[config.mk]
export PLATFORM = sky130hd
export DESIGN_NAME = shift_seq_ctrl
export DESIGN_NICKNAME = d
export VERILOG_FILES = /design/src/rtl/shift_seq_ctrl.sv
export SDC_FILE = /design/constraint.sdc
export NUM_CORES = 1
export LEC_CHECK = 0
export CORE_ASPECT_RATIO = 0.5
export CORE_MARGIN = 3
export CORE_UTILIZATION = 35
export DETAILED_ROUTE_END_ITERATION = 16
export GPL_TIMING_DRIVEN = 0
export HOLD_SLACK_MARGIN = 0.1
export PLACE_DENSITY = 0.65
export SYNTH_ARGS = -nofsm -noshare
export SYNTH_HDL_FRONTEND = slang
export SYNTH_SLANG_ARGS = --single-unit
[constraint.sdc]
create_clock -name clk -period 1.6 [get_ports clk]
set_input_delay 0.48 -clock clk [delete_from_list [all_inputs] [get_ports clk]]
set_output_delay 0.48 -clock clk [all_outputs]
set_load 0.05 [all_outputs]
[src/rtl/shift_seq_ctrl.sv]
// rtl/shift_seq_ctrl.sv - command-driven shift/rotate/Johnson sequencer over one WIDTH-bit register.
// Optional Johnson legality check enabled by SHIFT_SEQ_JOHNSON_CHECK_EN (adds johnson_err).
module shift_seq_ctrl #(
  parameter int WIDTH = 6,
  parameter int CNT_W = 4
) (
  input  logic             clk,
  input  logic             clear,
  input  logic             cmd_valid,
  output logic             cmd_ready,
  input  logic [2:0]       cmd_op,
  input  logic [CNT_W-1:0] cmd_count,
  input  logic [WIDTH-1:0] cmd_data,
  input  logic             ser_in,
  input  logic             abort,
  output logic [WIDTH-1:0] q,
  output logic             busy,
  output logic             done,
  output logic [CNT_W-1:0] steps_left
`ifdef SHIFT_SEQ_JOHNSON_CHECK_EN
  ,
  output logic             johnson_err
`endif
);

  localparam logic [2:0] OP_NOP   = 3'd0;
  localparam logic [2:0] OP_LOAD  = 3'd1;
  localparam logic [2:0] OP_SHL   = 3'd2;
  localparam logic [2:0] OP_SHR   = 3'd3;
  localparam logic [2:0] OP_ROL   = 3'd4;
  localparam logic [2:0] OP_ROR   = 3'd5;
  localparam logic [2:0] OP_JOHNL = 3'd6;
  localparam logic [2:0] OP_CLR   = 3'd7;

  localparam logic [CNT_W-1:0] CNT_ONE = 1;

  typedef enum logic [1:0] {IDLE, RUN, DONE} state_t;

  state_t           state, state_nxt;
  logic [2:0]       op;
  logic [WIDTH-1:0] q_step;
  logic             cmd_is_shift;

  assign cmd_is_shift = (cmd_op >= OP_SHL) && (cmd_op <= OP_JOHNL);

  always_ff @(posedge clk or negedge clear) begin
    if (!clear) state <= IDLE;
    else        state <= state_nxt;
  end

  always_comb begin
    state_nxt = state;
    cmd_ready = 1'b0;
    busy      = 1'b0;
    done      = 1'b0;
    case (state)
      IDLE: begin
        cmd_ready = 1'b1;
        if (cmd_valid) begin
          if (cmd_is_shift && (cmd_count != '0)) state_nxt = RUN;
          else                                   state_nxt = DONE;
        end
      end
      RUN: begin
        busy = 1'b1;
        if (abort || (steps_left == CNT_ONE)) state_nxt = DONE;
      end
      DONE: begin
        done      = 1'b1;
        state_nxt = IDLE;
      end
      default: state_nxt = IDLE;
    endcase
  end

  always_comb begin
    q_step = q;
    case (op)
      OP_SHL:   q_step = {q[WIDTH-2:0], ser_in};
      OP_SHR:   q_step = {ser_in, q[WIDTH-1:1]};
      OP_ROL:   q_step = {q[WIDTH-2:0], q[WIDTH-1]};
      OP_ROR:   q_step = {q[0], q[WIDTH-1:1]};
      OP_JOHNL: q_step = {q[WIDTH-2:0], ~q[WIDTH-1]};
      default:  q_step = q;
    endcase
  end

`ifdef SHIFT_SEQ_JOHNSON_CHECK_EN
  localparam logic [WIDTH-1:0] Q_ONE = 1;
  logic [WIDTH-1:0] q_inv;
  logic             j_legal;
  assign q_inv = ~q;
  // A run anchored at bit0 plus one carries out cleanly, leaving no overlap.
  assign j_legal = ((q & (q + Q_ONE)) == '0) || ((q_inv & (q_inv + Q_ONE)) == '0);
`endif

  always_ff @(posedge clk or negedge clear) begin
    if (!clear) begin
      q          <= '0;
      steps_left <= '0;
      op         <= OP_NOP;
`ifdef SHIFT_SEQ_JOHNSON_CHECK_EN
      johnson_err <= 1'b0;
`endif
    end else begin
      case (state)
        IDLE: begin
          if (cmd_valid) begin
            op         <= cmd_op;
            steps_left <= cmd_is_shift ? cmd_count : '0;
            if (cmd_op == OP_LOAD) q <= cmd_data;
            if (cmd_op == OP_CLR)  q <= '0;
`ifdef SHIFT_SEQ_JOHNSON_CHECK_EN
            johnson_err <= 1'b0;
`endif
          end
        end
        RUN: begin
          if (abort) begin
            steps_left <= '0;
          end else begin
            steps_left <= steps_left - CNT_ONE;
`ifdef SHIFT_SEQ_JOHNSON_CHECK_EN
            if ((op == OP_JOHNL) && !j_legal) begin
              q           <= '0;
              johnson_err <= 1'b1;
            end else begin
              q <= q_step;
            end
`else
            q <= q_step;
`endif
          end
        end
        default: ;
      endcase
    end
  end

endmodule

=== After elaboration in Yosys (flattened, before gate mapping) ===
Index checks and enable logic that the tools add are counted.

* Flip-flop bits (word level): 15
* Output and inout port bits: 13

* Add/subtract/negate cells: 1
* $lt $le $gt $ge: 2
* Equal/unequal tests: 15
* Mux-type cells: 17
* Bitwise logic cells: 1
* Reduce and logical (&&, ||, !) cells: 10

{| class="wikitable"
|+ Operators with widths
! operator !! number
|-
| 6-bit case mux with 5 select lines || 1
|-
| 6-bit two-way mux || 4
|-
| 3-bit equality test, second input constant || 4
|-
| 4-bit two-way mux || 3
|-
| 6-bit case mux with 2 select lines || 1
|-
| 4-bit case mux with 2 select lines || 1
|-
| 3-bit by 2-bit equality test with 1-bit output, second input constant || 2
|-
| 2-bit two-way mux || 3
|-
| 2-bit != test, second input constant || 3
|-
| 6-bit != test, second input constant || 1
|-
| 2-bit AND reduction || 3
|-
| 5-bit AND reduction || 1
|-
| 4-bit by 1-bit equality test with 1-bit output, second input constant || 1
|-
| 2-bit case mux with 2 select lines || 1
|-
| 4-bit nonzero test || 1
|-
| 4-bit by 1-bit subtractor with 4-bit output, second input constant || 1
|-
| 3-bit by 1-bit equality test with 1-bit output, second input constant || 1
|-
| 3-bit by 2-bit >= comparator with 1-bit output, second input constant || 1
|-
| 3-bit <= comparator, second input constant || 1
|-
| 1-bit two-way mux || 3
|-
| 3-bit != test, second input constant || 1
|-
| 2-bit by 1-bit equality test with 1-bit output, second input constant || 1
|-
| 2-bit equality test, second input constant || 1
|-
| 1-bit logical AND || 2
|-
| 4 further kinds || 4
|}

=== Depth between registers and ports, before layout ===
* Depth in word-level cells: 6
* Gate-level depth with buffers: 6

=== Worst setup path after synthesis ===
Ideal clock, no wire load.

* Path type: input -> register
* Start point: input port abort
* End point: register q[0]
* Setup time: 0.127 ns
* Data arrival time: 1.671 ns
* Data required time: 1.473 ns
* Path slack: -0.198 ns
* Cell stages on the path: 5
* Path buffers: 1
* Path through: or3b_4 nor3_4 or2_1 buf_6 mux2_1

* Cells in the longest elaborated chain, start to end: 2

{| class="wikitable"
|+ Ends and longest elaborated chain
! element !! RTL line !! RTL
|-
| start, declared || 15 || <nowiki>input logic abort,</nowiki>
|-
| 2-bit != test (no line) || -- ||
|-
| 5-bit AND reduction (no line) || -- ||
|-
| end signal, assigned || 111 || <nowiki>if (cmd_op == OP_LOAD) q <= cmd_data;</nowiki>
|-
| end signal, assigned || 131 || <nowiki>q <= q_step;</nowiki>
|-
| end, declared || 16 || <nowiki>output logic [WIDTH-1:0] q,</nowiki>
|}

Every way passes these cells.
A chain may end at the register's enable or synchronous reset.

=== Final worst setup path ===
* Start point: input port cmd_valid
* End point: register q[0]

* Cells in the longest elaborated chain, start to end: 2

{| class="wikitable"
|+ Ends and longest elaborated chain
! element !! RTL line !! RTL
|-
| start, declared || 9 || <nowiki>input logic cmd_valid,</nowiki>
|-
| 2-bit != test (no line) || -- ||
|-
| 5-bit AND reduction (no line) || -- ||
|}

Every way passes these cells.

==> flow_summary.ini <==
[outcome]
outcome = finished, violations left
violations = negative setup slack

[grt]
antenna_found_initial = 0
grt_use_total_pct = 16.5
grt_remaining_overflow = 0
grt_pass1_vias = 906
grt_pass1_wl_mm = 4.35
grt_max_degree = 16

[placement]
place.detailed.hpwl_mm = 1.90
io_buffers = 30
gp_congestion = 0.807
place_inst = 177
preCtsSetupSlack_ps = -720

[synth]
synth_fa_ha_area_share_pct = 2.51
syn_area_per_cell_um2 = 8.90
yosys.area_share.simple_pct = 23.3
synth_ff_type = dfrtp_1
async_reset_ff_share_pct = 100
synth-edff-count = 0
synth_xor_area_share_pct = 2.63
synth_cell_types = 38
synth_mux_area_share_pct = 6.65
synth_top_family_by_area = simple AND/OR/NAND/NOR gates
netlist_area_um2 = 997
synth-seq-cells = 15
synth_nets = 132
synth.yosys.warnings = 0
synth-compound-area-share_pct = 21.7
synth_sequential_area_ratio_pct = 37.6
syn_inst = 112

[critical_path]
critPathSlowestCell = mux2_4
crit_fanout = 6
arrival_ps = 1750
crit_type = in -> reg
cp_cell_sequence = dlygate4sd2_1, nor3b_4, and3_1, clkbuf_8, or2_4, mux2_4
path_buf_inv = 2
end_kind = flip-flop
max_stage_delay_ps = 290
required_ps = 1740
crit_family = simple AND/OR/NAND/NOR gates
crit_path_start_kind = input port

[route]
firstDrtPassIters = 4
drc = 0
drt_iter0_markers = 80
wl_per_cell_um = 14.0
ant_nets = 0
wl_mm = 2.60
viasPerCell = 5.27
vias = 981

[sta]
slew_headroom_pct = 52.9
setup_viol = 1
clock_skew_ps = 2.63
setup_slack_ps = -10.1
drv_slew = 0
period_needed_ps = 1610
worst_pin_slew_ps = 705
rsz0062_at_grt = true
timing.setup.tns_ps = -10.1
period_share_pct = 101
hold_viol_final = 0
timing.fmax_mhz = 621

[clock_network]
h-tree-depth = 1
cts_tree = built
cts-root-buf = clkbuf_8
clk_path_buf_depth = 2
cts_sinks = 15
cts-hold-fix-buffers = 0
clk_latency_ps = 250
numCtsBuffers = 3
clkTransAtPathRegs_ps = 60

[die]
ioPinCount = 31
die_y_um = 43.7
die_w_um = 81.5
coreArea_um2 = 2450
row_count = 12
initial_utilization_pct = 40.7
die_area_um2 = 3560

[final_layout]
nNetsFinal = 172
fin_cells = 186
drive_gt1_share_pct = 27.8
syn_to_final_growth_pct = 47.6
num-fill-cells = 231
num_antenna_cells = 0
utilization_pct = 60.1

[pwr]
power_density_nw_per_um2 = 2120
ir_drop_v = 0.00108
power_leakage_nw = 0.650

[flow_run]
maxCapViolCount = 0

[min_path]
hold_class = in -> reg
## state kept, by name (all words and copies together) (netlist names)
register    flops
op              3
q               6
state           2
steps_left      4
## Yosys cell counts, types with 3 or more instances
master / count / area, µm²
dfrtp_1: 15 / 375
nor2_1: 9 / 33.8
nor3_1: 8 / 40.0
o21ai_0: 8 / 40.0
and3_1: 7 / 43.8
a21oi_1: 6 / 30.0
a31oi_1: 6 / 37.5
inv_1: 6 / 22.5
nand3_1: 6 / 30.0
a21boi_0: 4 / 30.0
nor4_1: 3 / 18.8
## cells in the final DEF, fill, tap and decap left out, types with 2 or more instances in the layout
cell             instances
a21boi_0                 4
a21oi_1                  5
a221oi_1                 2
a31oi_1                  6
and3_1                   7
buf_2                    2
buf_4                    8
clkbuf_1                 2
clkbuf_2                 2
clkbuf_8                 4
clkdlybuf4s15_2          9
clkdlybuf4s50_1         11
dfrtp_1                 13
dfrtp_2                  2
dlygate4sd2_1            2
ha_1                     2
inv_1                    6
mux2_2                   2
nand2_1                  2
nand3_1                  6
nor2_1                   9
nor3_1                   8
nor4_1                   3
o21ai_0                  8
xnor2_1                  2
## routing by layer
| layer | track usage (%) | part of all wire (%) | vias up |
|---|---|---|---|
| li1 | - | - | 493 |
| met1 | 21.7 | 49 | 456 |
| met2 | 25.1 | 44 | 28 |
| met3 | 5.39 | 5.2 | 4 |
| met4 | 6.40 | 1.5 | 0 |
| met5 | 0 | 0 | - |
## worst reg2reg max path, cell delays in order, from the launching register on
cell and delay (ps):
dfrtp_2 440, or3b_4 430, nor3_4 170, or2_4 170
mux2_4 290
## final cells by class
class | instances | area, µm² | area share (%)
plain buffers | 3 | 22.5 | 1.53
multi-input cells | 85 | 602 | 40.9
clock buffers | 4 | 45.0 | 3.06
repair buffers | 37 | 349 | 23.7
flip-flops and latches | 15 | 378 | 25.7
well taps | 35 | 43.8 | 2.98
inverters | 7 | 31.3 | 2.13
## through the flow
stage	hold slack (ps)	cell area (µm²)	total power, mW
floorplan	184	1000	2.13
global placement	541	1350	2.70
detailed placement	542	1350	2.71
CTS	579	1470	3.10
global route	508	1470	3.35
finish	512	1470	3.13
## power by group
| group | switching [mW] | internal [mW] |
|---|---|---|
| Clock | 0.140 | 0.177 |
| Combinational | 1.20 | 0.790 |
| Sequential | 0.245 | 0.569 |
## timing repair
item                                    CTS  global route
pin swaps                                 3             2
resized for setup                        64            14
buffers inserted                          6             1
hold endpoints to repair                  0             0
endpoints found under the setup margin   23            13
## logic make-up after synthesis
logic type | count (synthesis)
buffers and inverters | 12
multiplexers | 5
AO/OA/AOI/OAI | 34
AND/OR/NAND/NOR | 41
flip-flops | 15
XOR/XNOR | 3
adder cells (fa/ha/maj) | 2
## path summary, 6_finish.rpt
check,to,cells after the start,start,slack (ps)
max,q[0],6,cmd_valid,-10
min,op[2],3,cmd_op[2],510
max reg2reg,q[0],4,state[0],0
min reg2reg,q[0],1,q[0],570
max in group asynchronous,state[1],1,clear,460
min in group asynchronous,op[2],1,clear,650
No activity file was read; power rests on OpenSTA's default activity.
